### src/rtl/clock_pkg.sv
// clock_pkg: state encoding, BCD digit limits and tick default shared by the clock blocks
package clock_pkg;
  typedef enum logic [1:0] {SW_IDLE, SW_RUN, SW_LAP, SW_PAUSE} sw_state_e;
  typedef struct packed {
    logic [3:0] m10;
    logic [3:0] m1;
    logic [3:0] s10;
    logic [3:0] s1;
    logic [3:0] ms10;
    logic [3:0] ms1;
  } bcd_time_t;
  localparam logic [3:0] DIGIT_MAX_9 = 4'd9;
  localparam logic [3:0] DIGIT_MAX_5 = 4'd5;
  localparam int CS_TICK_DIV = 500000;
  function automatic logic is_counting(sw_state_e s);
    return s == SW_RUN || s == SW_LAP;
  endfunction
endpackage

### src/rtl/stopwatch_core_if.sv
// stopwatch_core_if: mode/button inputs and BCD/status outputs of the stopwatch
interface stopwatch_core_if;
  logic enable;
  logic btn_start_stop;
  logic btn_lap_clear;
  logic [3:0] stp_m10;
  logic [3:0] stp_m1;
  logic [3:0] stp_s10;
  logic [3:0] stp_s1;
  logic [3:0] stp_ms10;
  logic [3:0] stp_ms1;
  logic running;
  logic lap_active;
  logic overflow;
  modport slave (
    input  enable, btn_start_stop, btn_lap_clear,
    output stp_m10, stp_m1, stp_s10, stp_s1, stp_ms10, stp_ms1, running, lap_active, overflow
  );
  modport master (
    output enable, btn_start_stop, btn_lap_clear,
    input  stp_m10, stp_m1, stp_s10, stp_s1, stp_ms10, stp_ms1, running, lap_active, overflow
  );
endinterface

### src/rtl/bcd_digit_counter.sv
// bcd_digit_counter: one BCD digit 0..MAX with increment, clear and wrap carry
module bcd_digit_counter
  import clock_pkg::*;
#(
  parameter logic [3:0] MAX = DIGIT_MAX_9
) (
  input  logic       clk,
  input  logic       rst,
  input  logic       inc,
  input  logic       clr,
  output logic [3:0] digit,
  output logic       carry
);
  logic [3:0] digit_q, digit_d;
  always_comb begin
    carry = inc && digit_q == MAX;
    digit_d = clr ? 4'd0 : carry ? 4'd0 : inc ? digit_q + 4'd1 : digit_q;
  end
  always_ff @(posedge clk or negedge rst)
    if (!rst) digit_q <= 4'd0;
    else digit_q <= digit_d;
  assign digit = digit_q;
endmodule

### src/rtl/stopwatch_core.sv
// stopwatch_core: centisecond prescaler, chained BCD count and start/pause/lap/clear FSM
module stopwatch_core
  import clock_pkg::*;
#(
  parameter int TICK_DIV = CS_TICK_DIV
) (
  input logic clk,
  input logic rst,
  stopwatch_core_if.slave sw
);
  localparam int PW = $clog2(TICK_DIV);
  localparam logic [PW-1:0] PRE_LAST = PW'(TICK_DIV - 1);
  sw_state_e state_q, state_d;
  logic [PW-1:0] presc_q, presc_d;
  bcd_time_t snap_q, snap_d, disp_q, disp_d, live;
  logic ovf_q, ovf_d, ovf_out_q, ovf_out_d;
  logic run_q, run_d, lap_q, lap_d;
  logic ss, lc, counting, tick, clr_live;
  logic [5:0] cy;
  logic [3:0] d_ms1, d_ms10, d_s1, d_s10, d_m1, d_m10;
  // start/stop has priority, so lap/clear is dropped when both arrive together
  assign ss = sw.enable && sw.btn_start_stop;
  assign lc = sw.enable && sw.btn_lap_clear && !ss;
  assign counting = is_counting(state_q);
  assign tick = counting && presc_q == PRE_LAST;
  assign clr_live = state_q == SW_PAUSE && lc;
  assign live = '{m10: d_m10, m1: d_m1, s10: d_s10, s1: d_s1, ms10: d_ms10, ms1: d_ms1};
  bcd_digit_counter #(.MAX(DIGIT_MAX_9)) u_ms1 (
    .clk(clk), .rst(rst), .inc(tick), .clr(clr_live), .digit(d_ms1), .carry(cy[0])
  );
  bcd_digit_counter #(.MAX(DIGIT_MAX_9)) u_ms10 (
    .clk(clk), .rst(rst), .inc(cy[0]), .clr(clr_live), .digit(d_ms10), .carry(cy[1])
  );
  bcd_digit_counter #(.MAX(DIGIT_MAX_9)) u_s1 (
    .clk(clk), .rst(rst), .inc(cy[1]), .clr(clr_live), .digit(d_s1), .carry(cy[2])
  );
  bcd_digit_counter #(.MAX(DIGIT_MAX_5)) u_s10 (
    .clk(clk), .rst(rst), .inc(cy[2]), .clr(clr_live), .digit(d_s10), .carry(cy[3])
  );
  bcd_digit_counter #(.MAX(DIGIT_MAX_9)) u_m1 (
    .clk(clk), .rst(rst), .inc(cy[3]), .clr(clr_live), .digit(d_m1), .carry(cy[4])
  );
  bcd_digit_counter #(.MAX(DIGIT_MAX_5)) u_m10 (
    .clk(clk), .rst(rst), .inc(cy[4]), .clr(clr_live), .digit(d_m10), .carry(cy[5])
  );
  always_comb begin
    state_d = state_q;
    presc_d = counting ? (tick ? '0 : presc_q + PW'(1)) : presc_q;
    snap_d = snap_q;
    ovf_d = ovf_q || cy[5];
    case (state_q)
      SW_IDLE: if (ss) begin
        state_d = SW_RUN;
        presc_d = '0;
      end
      SW_RUN, SW_LAP: if (ss) state_d = SW_PAUSE;
        else if (lc) begin
          state_d = SW_LAP;
          snap_d = live;
        end
      SW_PAUSE: if (ss) state_d = SW_RUN;
        else if (lc) begin
          state_d = SW_IDLE;
          presc_d = '0;
          snap_d = '0;
          ovf_d = 1'b0;
        end
      default: state_d = SW_IDLE;
    endcase
    disp_d = state_q == SW_LAP ? snap_q : live;
    run_d = counting;
    lap_d = state_q == SW_LAP;
    ovf_out_d = ovf_q;
  end
  always_ff @(posedge clk or negedge rst)
    if (!rst) begin
      state_q <= SW_IDLE;
      presc_q <= '0;
      snap_q <= '0;
      ovf_q <= 1'b0;
      disp_q <= '0;
      run_q <= 1'b0;
      lap_q <= 1'b0;
      ovf_out_q <= 1'b0;
    end else begin
      state_q <= state_d;
      presc_q <= presc_d;
      snap_q <= snap_d;
      ovf_q <= ovf_d;
      disp_q <= disp_d;
      run_q <= run_d;
      lap_q <= lap_d;
      ovf_out_q <= ovf_out_d;
    end
  assign sw.stp_m10 = disp_q.m10;
  assign sw.stp_m1 = disp_q.m1;
  assign sw.stp_s10 = disp_q.s10;
  assign sw.stp_s1 = disp_q.s1;
  assign sw.stp_ms10 = disp_q.ms10;
  assign sw.stp_ms1 = disp_q.ms1;
  assign sw.running = run_q;
  assign sw.lap_active = lap_q;
  assign sw.overflow = ovf_out_q;
endmodule

### src/flat_wrapper.sv
// flat-port wrapper written by rule: the top's interface ports become plain ports
module stopwatch_core_flat import clock_pkg::*;
#(
  parameter int TICK_DIV = CS_TICK_DIV
)
  (clk, rst, sw_enable, sw_btn_start_stop, sw_btn_lap_clear, sw_stp_m10, sw_stp_m1, sw_stp_s10, sw_stp_s1, sw_stp_ms10, sw_stp_ms1, sw_running, sw_lap_active, sw_overflow);
  stopwatch_core_if sw_i ();
  input logic clk;
  input logic rst;
  input wire logic [$bits(sw_i.enable)-1:0] sw_enable;
  input wire logic [$bits(sw_i.btn_start_stop)-1:0] sw_btn_start_stop;
  input wire logic [$bits(sw_i.btn_lap_clear)-1:0] sw_btn_lap_clear;
  output wire logic [$bits(sw_i.stp_m10)-1:0] sw_stp_m10;
  output wire logic [$bits(sw_i.stp_m1)-1:0] sw_stp_m1;
  output wire logic [$bits(sw_i.stp_s10)-1:0] sw_stp_s10;
  output wire logic [$bits(sw_i.stp_s1)-1:0] sw_stp_s1;
  output wire logic [$bits(sw_i.stp_ms10)-1:0] sw_stp_ms10;
  output wire logic [$bits(sw_i.stp_ms1)-1:0] sw_stp_ms1;
  output wire logic [$bits(sw_i.running)-1:0] sw_running;
  output wire logic [$bits(sw_i.lap_active)-1:0] sw_lap_active;
  output wire logic [$bits(sw_i.overflow)-1:0] sw_overflow;
  assign sw_i.enable = sw_enable;
  assign sw_i.btn_start_stop = sw_btn_start_stop;
  assign sw_i.btn_lap_clear = sw_btn_lap_clear;
  assign sw_stp_m10 = sw_i.stp_m10;
  assign sw_stp_m1 = sw_i.stp_m1;
  assign sw_stp_s10 = sw_i.stp_s10;
  assign sw_stp_s1 = sw_i.stp_s1;
  assign sw_stp_ms10 = sw_i.stp_ms10;
  assign sw_stp_ms1 = sw_i.stp_ms1;
  assign sw_running = sw_i.running;
  assign sw_lap_active = sw_i.lap_active;
  assign sw_overflow = sw_i.overflow;
  stopwatch_core #(.TICK_DIV(TICK_DIV)) u_core (.clk(clk), .rst(rst), .sw(sw_i));
endmodule
### config.mk
export PLATFORM = sky130hd
export DESIGN_NAME = stopwatch_core_flat
export DESIGN_NICKNAME = d
export VERILOG_FILES = /design/src/rtl/clock_pkg.sv /design/src/rtl/stopwatch_core_if.sv /design/src/rtl/bcd_digit_counter.sv /design/src/rtl/stopwatch_core.sv /design/src/flat_wrapper.sv
export SDC_FILE = /design/constraint.sdc
export NUM_CORES = 1
export LEC_CHECK = 0
export CORE_ASPECT_RATIO = 0.6
export CORE_MARGIN = 2
export CORE_UTILIZATION = 50
export CTS_BUF_LIST = sky130_fd_sc_hd__clkbuf_8
export CTS_CLUSTER_SIZE = 12
export DETAILED_ROUTE_END_ITERATION = 12
export PLACE_DENSITY = 0.7
export SYNTH_ARGS = -nofsm -noshare
export SYNTH_HDL_FRONTEND = slang
export SYNTH_HIERARCHICAL = 1
export SYNTH_SLANG_ARGS = --single-unit
### constraint.sdc
create_clock -name clk -period 5.15 [get_ports clk]
set_input_delay 0.7725 -clock clk [delete_from_list [all_inputs] [get_ports clk]]
set_output_delay 0.7725 -clock clk [all_outputs]
set_load 0.05 [all_outputs]
* Yosys cells after proc, flatten, opt, wreduce, memory -nomap -nowiden
Cells that the tools add are included.
Cells by class: multipliers 0, multiplexer cells 39, bitwise gates (word level) 0, $add $sub $neg 7, equality and inequality tests 17, shift operators 0, order comparisons 0, divide/modulo/power cells 0, reduce and logical (&&, ||, !) cells 25
Operators by type and width (count):
- 24-bit two-way mux | 5
- 19-bit two-way mux | 5
- 4-bit two-way mux | 18
- 24-bit one-hot mux with 2 select lines | 1
- 19-bit one-hot mux with 2 select lines | 1
- 4-bit by 1-bit adder with 4-bit output, second input constant | 6
- 19-bit by 1-bit adder with 19-bit output, second input constant | 1
- 19-bit equality test, second input constant | 1
- 3-bit nonzero test | 6
- 4-bit equality test, second input constant | 4
- 1-bit logical AND | 11
- 2-bit two-way mux | 5
- 4-bit by 3-bit equality test with 1-bit output, second input constant | 2
- 2-bit by 1-bit inequality test with 1-bit output, second input constant | 3
- 3-bit by 1-bit inequality test with 1-bit output, second input constant | 2
- 2-bit one-hot mux with 3 select lines | 1
- 5-bit AND reduction | 1
- 2-bit equality test, second input constant | 2
- 2-bit inequality test, second input constant | 2
- 1-bit two-way mux | 3
- 3-bit AND reduction | 1
- 2-bit by 1-bit equality test with 1-bit output, second input constant | 1
- 2-bit logical NOT | 1
- 1-bit logical OR | 2
- 3 further kinds | 3
Word-level totals: latch bits 0, memory bits (read-only) 0, register bits after elaboration 97, bits in writable memories 0, output and inout bits 27, input port bits 5, memories 0

* Depth between registers and ports, before layout
Gate-level depths: netlist of run 1.
word-level depth 13, gate-level depth with buffers 19, depth with buffers taken out 19

* Modules after synthesis
Netlist of run 1, hierarchy kept.
Modules (own cells, without submodules):
- stopwatch_core | seq. area each 1826.8 um^2, area an instance 3249.4 um^2, times used 1, cells each 296
- bcd_digit_counter (u_core.u_m1 ...) | seq. area each 100.1 um^2, area an instance 240.2 um^2, times used 4, cells each 25
- bcd_digit_counter (u_core.u_m10 ...) | seq. area each 100.1 um^2, area an instance 234.0 um^2, times used 2, cells each 24

* Least setup slack after synthesis of run 1
No wires, ideal clock.
kind register -> register, start register u_core.presc_q[5], end register u_core.u_m10.digit_q[3], in the netlist u_core/u_m10/digit[3], cell stages (with the launch flop) 16, data required time 5069 ps, setup slack 1419 ps, period minus slack after synthesis 3731 ps, data arrival time 3650 ps, setup time 81 ps, path through dfrtp_1 or4b_2 nor3_1 nand4b_1 inv_1 nand4b_1 inv_1 nand4b_1 inv_1 nand4b_1 inv_1 nand4b_1 inv_1 nand4_1 or3_1 a21oi_2
On the way: longest elaborated chain between the ends 10, elaborated cells on any way between the ends 11, those cells by class eq/ne: 1; mux: 2; reduce/logical: 8
RTL lines:
- start, declared | RTL line stopwatch_core.sv:14 | logic [PW-1:0] presc_q, presc_d;
- start signal, assigned | RTL line stopwatch_core.sv:87 | presc_q <= presc_d;
- 19-bit equality test (*) | RTL line stopwatch_core.sv:25 | assign tick = counting && presc_q == PRE_LAST;
- 1-bit logical AND (*) | RTL line stopwatch_core.sv:25
- via u_core.tick | RTL line stopwatch_core.sv:18 | logic ss, lc, counting, tick, clr_live;
- 1-bit logical AND (*) | RTL line bcd_digit_counter.sv:16 | carry = inc && digit_q == MAX;
- via u_core.cy[0] | RTL line stopwatch_core.sv:19 | logic [5:0] cy;
- 1-bit logical AND (*) | RTL line bcd_digit_counter.sv:16
- via u_core.cy[1] | RTL line stopwatch_core.sv:19
- 1-bit logical AND (*) | RTL line bcd_digit_counter.sv:16
- via u_core.cy[2] | RTL line stopwatch_core.sv:19
- 1-bit logical AND (*) | RTL line bcd_digit_counter.sv:16
- via u_core.cy[3] | RTL line stopwatch_core.sv:19
- 1-bit logical AND (*) | RTL line bcd_digit_counter.sv:16
- via u_core.cy[4] | RTL line stopwatch_core.sv:19
- 1-bit logical AND | RTL line bcd_digit_counter.sv:16
- 4-bit two-way mux (2 in a row) | RTL line bcd_digit_counter.sv:17 | digit_d = clr ? 4'd0 : carry ? 4'd0 : inc ? digit_q + 4'd1 : digit_q;
- end signal, assigned | RTL line bcd_digit_counter.sv:21 | else digit_q <= digit_d;
- end, declared | RTL line bcd_digit_counter.sv:14 | logic [3:0] digit_q, digit_d;
Mark *: on every way through the listed nets, which the timed path passes. The rest lies on a longest branch. A chain may end at the register's enable or synchronous reset.

* Worst setup path in the final report of run 1
start register u_core.state_q[1], end register u_core.u_m10.digit_q[3], in the netlist u_core/u_m10/digit[3]
On the way: longest elaborated chain between the ends 11, elaborated cells on any way between the ends 15, those cells by class eq/ne: 3; mux: 2; reduce/logical: 10
RTL lines:
- start, declared | RTL line stopwatch_core.sv:13 | sw_state_e state_q, state_d;
- start signal, assigned | RTL line stopwatch_core.sv:86 | state_q <= state_d;
- 2-bit by 1-bit equality test with 1-bit output / 2-bit equality test (equally long branches) | RTL line clock_pkg.sv:16 | return s == SW_RUN || s == SW_LAP;
- 1-bit logical OR (*) | RTL line clock_pkg.sv:16
- via u_core.counting | RTL line stopwatch_core.sv:18
- 1-bit logical AND (*) | RTL line stopwatch_core.sv:25
- via u_core.tick | RTL line stopwatch_core.sv:18
- 1-bit logical AND (*) | RTL line bcd_digit_counter.sv:16
- via u_core.cy[0] | RTL line stopwatch_core.sv:19
- 1-bit logical AND (*) | RTL line bcd_digit_counter.sv:16
- via u_core.cy[1] | RTL line stopwatch_core.sv:19
- 1-bit logical AND (*) | RTL line bcd_digit_counter.sv:16
- via u_core.cy[2] | RTL line stopwatch_core.sv:19
- 1-bit logical AND (*) | RTL line bcd_digit_counter.sv:16
- via u_core.cy[3] | RTL line stopwatch_core.sv:19
- 1-bit logical AND (*) | RTL line bcd_digit_counter.sv:16
- via u_core.cy[4] | RTL line stopwatch_core.sv:19
- 1-bit logical AND | RTL line bcd_digit_counter.sv:16
- 4-bit two-way mux (2 in a row) | RTL line bcd_digit_counter.sv:17
Marked as above.

==> results.cfg, run 1 <==
[critical_path]
cp_num_cells = 19
path_max_fanout = 16
worstPathRequired_ns = 5.44
reg2reg_depth = 19
worst-path-buf-inv = 7
cp-end-kind = flop
cp_top_family = simple AND/OR/NAND/NOR gates
startpoint_type = flop
cpMostUsedCell = inv_1
worstPathArrival_ns = 4.81
crit_type = reg -> reg
critPathMaxStageDelay_ns = 0.59
crit_chain = inv_1 -> ha_1 -> and3_1 -> nand4_1 -> nor3_1 -> buf_4 -> nand4b_1 -> inv_1 -> nand4b_1 -> inv_1 -> nand4b_1 -> inv_1 -> nand4b_1 -> inv_1 -> nand4b_1 -> inv_1 -> nand4_1 -> or3_1 -> a21oi_2
crit_slowest_cell = ha_1

[grt]
grt_overflow = 0
grt_max_degree = 61
grt_pass1_vias = 3083
grt_pass1_wl_um = 15800
grt_usage_pct = 19.9
antenna_found_initial = 0

[place]
portBuffers = 31
hpwlAfterDp_um = 6100
pre_cts_ws_ns = 0.700
place_area_mm2 = 0.00510
gp_congestion = 0.873

[floorplan]
io_pins = 32
start_util_pct = 51.3
rows = 27
fp.dieW_um = 129
die-area_mm2 = 0.0102
die_h_um = 78.9
core_area_mm2 = 0.00912

[clock_network]
cts.hold.buffers_added = 0
cts_max_path_buffers = 2
h-tree-depth = 3
postCtsSetupBuffers = 0
cts_buffers = 9
cts_tree = done
clkSinkCount = 97
insertion_delay_ns = 0.37
cts_resized = 0
clk_pin_slew_ns = 0.09
root_buffer = clkbuf_8

[timing]
fmax_mhz = 221
drv_slew = 0
setup_slack_ns = 0.634
tightest_slew_ns = 1.20
slew_headroom_pct = 19.4
hold_viol_final = 0
finalCriticalPeriod_ns = 4.52
grt_setup_unrepaired = no
finalSetupTns_ns = 0
finClkSkew_ns = 0.0119
period_share_pct = 87.7
setup_viol = 0

[layout]
final_cell_mix = dfrtp_1 (97), nand2_1 (49), nand2b_1 (36), clkdlybuf4s50_1 (30), o21ai_0 (29)
drive_gt1_share_pct = 12.7
final_common_cell = dfrtp_1
fillers = 754
nets = 496
multi_input_area_mm2 = 0.00212
num_antenna_cells = 0
design_area_mm2 = 0.00530
area_growth_pct = 13.2
register_area_mm2 = 0.00243

[yosys]
syn_inst = 444
synth-seq-cells = 97
yosys.area.top_type = dfrtp_1
synth_top_cell_area_share_pct = 51.9
syn_nets = 465
synth_edf_count = 0
synth-main-ff-cell = dfrtp_1
ys_seq_area_share_pct = 51.9
ys_warn_count = 6
synth_area_leaders = dfrtp_1 (52%), mux2_2 (6.3%), nand2b_1 (4.8%), ha_1 (4.3%), nand2_1 (3.9%)
netlist_area_mm2 = 0.00468
synth.distinct_cells = 48
async_flop_share_pct = 100
avgSynthCellArea_um2 = 10.5

[routing]
drc = 0
drt-initial-drc-count = 203
drtAntennaViolNets = 0
vias = 3252
firstDrtPassIters = 4
routed_wirelength_um = 9110
vias_per_cell = 5.47
wire_per_inst_um = 15.3

[outcome]
status = finished, final reports clean

[power]
total_power_mw = 3.16
p_leak_nw = 2.32
power_density_mw_per_mm2 = 596
peakVddDrop_mv = 0.261

[worst_hold_path]
hp-class = reg -> reg
min_path_cells = 0

[flow_run]
maxCapViolCount = 0
==> where the power goes <==
part | total (mW) | switching (mW) | internal [mW]
logic | 1.37 | 0.819 | 0.554
clock network | 0.491 | 0.257 | 0.234
registers | 1.29 | 0.238 | 1.06
==> layer usage <==
layer | GRT usage, % | wire, um | up-vias
li1 | - | - | 1615
met1 | 30.8 | 4840 | 1578
met2 | 27.1 | 3830 | 52
met3 | 4.78 | 352 | 7
met4 | 6.63 | 91 | 0
met5 | 0 | 0 | -
==> flip-flops by register name, indices dropped and copies added, names as in the netlist <==
name	count
u_core/sw.stp_m1	4
u_core/state_q	2
u_core/sw.running	1
u_core/sw.overflow	1
u_core/sw.lap_active	1
u_core/u_m10/digit	4
u_core/u_s1/digit	4
u_core/sw.stp_s10	4
u_core/u_ms10/digit	4
u_core/snap_q	24
u_core/ovf_out_d	1
u_core/u_ms1/digit	4
u_core/presc_q	19
u_core/u_m1/digit	4
u_core/sw.stp_s1	4
u_core/u_s10/digit	4
u_core/sw.stp_ms1	4
u_core/sw.stp_m10	4
u_core/sw.stp_ms10	4
==> path summary, 6_finish.rpt <==
kind	start	endpoint	slack [ns]
min	u_core/ovf_out_d	u_core/sw.overflow	0.39
max	u_core/state_q[1]	u_core/u_m10/digit[3]	0.63
min in group asynchronous	rst	u_core/state_q[0]	0.47
min reg2reg	u_core/ovf_out_d	u_core/sw.overflow	0.39
max in group asynchronous	rst	u_core/snap_q[12]	3.71
max reg2reg	u_core/state_q[1]	u_core/u_m10/digit[3]	0.63
==> stage by stage <==
stage,utilization (%),std cells,hold WS (ns)
finish,58.1,595,0.386
global route,58.1,595,0.414
CTS,58.1,595,0.393
detailed placement,55.9,580,0.374
global placement,55.9,580,0.383
floorplan,-,444,0.355
==> logic make-up after synthesis <==
family,count (synthesis),share of synthesized area [%]
DFF,97,51.9
buffers and inverters,34,2.86
AOI/OAI and AO/OA,82,10.6
adders and majority gates,16,4.28
and+or+nand+nor,175,21.5
muxes,26,6.26
xor gates and xnor gates,14,2.62
==> area by class of cell <==
cell class                      instances  share of cell area (%)
Clock inverter                          5                    1.09
Multi-Input combinational cell        313                    40.0
Tap cell                              116                    2.74
Inverter                               19                    1.35
Clock buffer                           10                    2.60
Timing Repair Buffer                   35                    6.38
Sequential cell                        97                    45.8
==> synthesized netlist by cell type, types with 3 or more instances <==
library cell	number
dfrtp_1	97
nand2_1	49
nand2b_1	36
o21ai_0	30
mux2_2	26
a21oi_1	21
nor2_1	20
inv_1	19
ha_1	16
clkbuf_1	12
nand3b_1	12
xnor2_1	11
nand4_1	10
a21oi_2	7
nand4b_1	6
nor3_1	6
nand3_1	5
o21ai_1	5
a211o_1	4
a21boi_0	4
and4b_1	4
o31ai_1	4
and2_1	3
nor4_1	3
nor4b_1	3
xor2_1	3
No activity file was read; power rests on OpenSTA's default activity.
==> run 2, diff against run 1 <==
Settings changed: HOLD_SLACK_MARGIN set to 0.06.
==> results of run 2 <==
The final DEF is identical to that of run 1; final timing and power are the same.
==> run 3, diff against run 2 <==
Settings changed: CORE_MARGIN 2 to 8, PLACE_DENSITY 0.7 to 0.72.
==> run 3 against run 2 <==
Net effect:
- wire length grew 3.3%
- critical path type unchanged
- global-route usage shrank 4.1 points
- non-clock buffer count is the same
- die area grew 26%
- first-iteration DRC count grew 72%
- critical path depth is the same
- critical endpoint unchanged
- sequential power is essentially flat
- register-to-register slack lost 0.099 ns
- clock-buffer cell count is the same
- highest routed layer unchanged
- design area grew 1.1%
- combinational power is essentially flat
==> results.cfg, run 3 (same netlist as run 1, synthesis figures left out) <==
[grt]
grt_overflow = 0
grt_usage_pct = 15.8
grt_max_degree = 53
antenna_found_initial = 0
grt_pass1_vias = 3215
grt_pass1_wl_um = 16400

[floorplan]
die-area_mm2 = 0.0128
fp.dieW_um = 141
io_pins = 32
start_util_pct = 51.3
die_h_um = 90.9
rows = 27
core_area_mm2 = 0.00912

[routing]
drc = 0
routed_wirelength_um = 9410
wire_per_inst_um = 15.8
drtAntennaViolNets = 0
drt-initial-drc-count = 349
vias_per_cell = 5.49
vias = 3273
firstDrtPassIters = 4

[layout]
fillers = 762
drive_gt1_share_pct = 13.1
largest_register = u_core/snap_q
largestRegisters = u_core/snap_q x24, u_core/presc_q x19
area_growth_pct = 14.5
num_antenna_cells = 0
largest_reg_flops = 24
final_common_cell = dfrtp_1
nets = 496
final_cell_mix = dfrtp_1 (97), nand2_1 (49), nand2b_1 (36), clkdlybuf4s50_1 (30), o21ai_0 (29)

[clock_network]
root_buffer = clkbuf_8
cts_max_path_buffers = 2
h-tree-depth = 3
cts_buffers = 9
postCtsSetupBuffers = 0
cts_resized = 0
cts.hold.buffers_added = 0
cts_tree = done
insertion_delay_ns = 0.36
clkSinkCount = 97
clk_pin_slew_ns = 0.09

[timing]
period_share_pct = 89.6
finalCriticalPeriod_ns = 4.61
finalSetupTns_ns = 0
tightest_slew_ns = 1.16
grt_setup_unrepaired = no
hold_viol_final = 0
finClkSkew_ns = 0.0105
slew_headroom_pct = 22.5
setup_viol = 0
fmax_mhz = 217
drv_slew = 0

[flow_run]
maxCapViolCount = 0

[place]
gp_congestion = 0.926
portBuffers = 31
hpwlAfterDp_um = 6230

[outcome]
status = finished, final reports clean

[critical_path]
crit_type = reg -> reg
cp-end-kind = flop
worstPathArrival_ns = 4.90
crit_slowest_cell = ha_1
startpoint_type = flop
path_max_fanout = 16
cpMostUsedCell = inv_1
critPathMaxStageDelay_ns = 0.58
crit_chain = inv_1 -> ha_1 -> and3_1 -> nand4_1 -> nor3_1 -> buf_4 -> nand4b_1 -> inv_1 -> nand4b_1 -> inv_1 -> nand4b_1 -> inv_1 -> nand4b_1 -> inv_1 -> nand4b_1 -> inv_1 -> nand4_1 -> or3_1 -> a21oi_2
worstPathRequired_ns = 5.44
reg2reg_depth = 19

[power]
p_leak_nw = 2.34
power_density_mw_per_mm2 = 610
peakVddDrop_mv = 0.360
total_power_mw = 3.27

[worst_hold_path]
hp-class = in -> async
[run 3: where the power goes]
group / switching [mW] / internal (mW) / total [mW]
clock: 0.267 / 0.337 / 0.605
sequential: 0.231 / 1.06 / 1.29
combinational: 0.822 / 0.555 / 1.38
[run 3: worst paths after layout]
kind,slack [ns],start,to
worst max-delay path,0.54,u_core/state_q[1],u_core/u_m10/digit[3]
worst min-delay path,0.40,rst,u_core/state_q[1]
worst max register to register,0.54,u_core/state_q[1],u_core/u_m10/digit[3]
worst min register to register,0.41,u_core/ovf_out_d,u_core/sw.overflow
max in group asynchronous,3.68,rst,u_core/u_s10/digit[3]
min in group clk,0.41,u_core/ovf_out_d,u_core/sw.overflow
[run 3: worst max-delay path, delay by kind of cell, from the launching register on]
family | cells | cell delay (ns)
simple gates | 10 | 2.08
buf+inv | 7 | 1.37
fa+ha+maj | 1 | 0.58
flops | 1 | 0.38
compound gates | 1 | 0.11
[run 3: per-stage QoR]
| stage | hold slack, ns | setup slack, ns | util (%) | area, um2 | instances |
|---|---|---|---|---|---|
| floorplan | 0.355 | 1.42 | - | 4680 | 444 |
| finish | 0.402 | 0.535 | 58.7 | 5360 | 596 |
| CTS | 0.413 | 0.548 | 58.7 | 5360 | 596 |
| detailed placement | 0.382 | 0.575 | 55.9 | 5100 | 580 |
| global placement | 0.404 | 1.01 | 55.9 | 5100 | 580 |
| global route | 0.420 | 0.0573 | 58.7 | 5360 | 596 |
[run 3: layout make-up]
cell class | count | area [um2] | area share, %
Sequential cell | 97 | 2430 | 45.3
Multi-Input combinational cell | 313 | 2120 | 39.6
Timing Repair Buffer | 35 | 338 | 6.31
Tap cell | 116 | 145 | 2.71
Clock buffer | 10 | 138 | 2.57
Clock inverter | 6 | 115 | 2.15
Inverter | 19 | 71.3 | 1.33
[run 3: routing by layer]
metal / wire length [um] / global-route usage, %
met5: 0 / 0
met4: 95 / 4.27
met3: 505 / 4.91
met2: 4030 / 22.5
met1: 4770 / 22.6
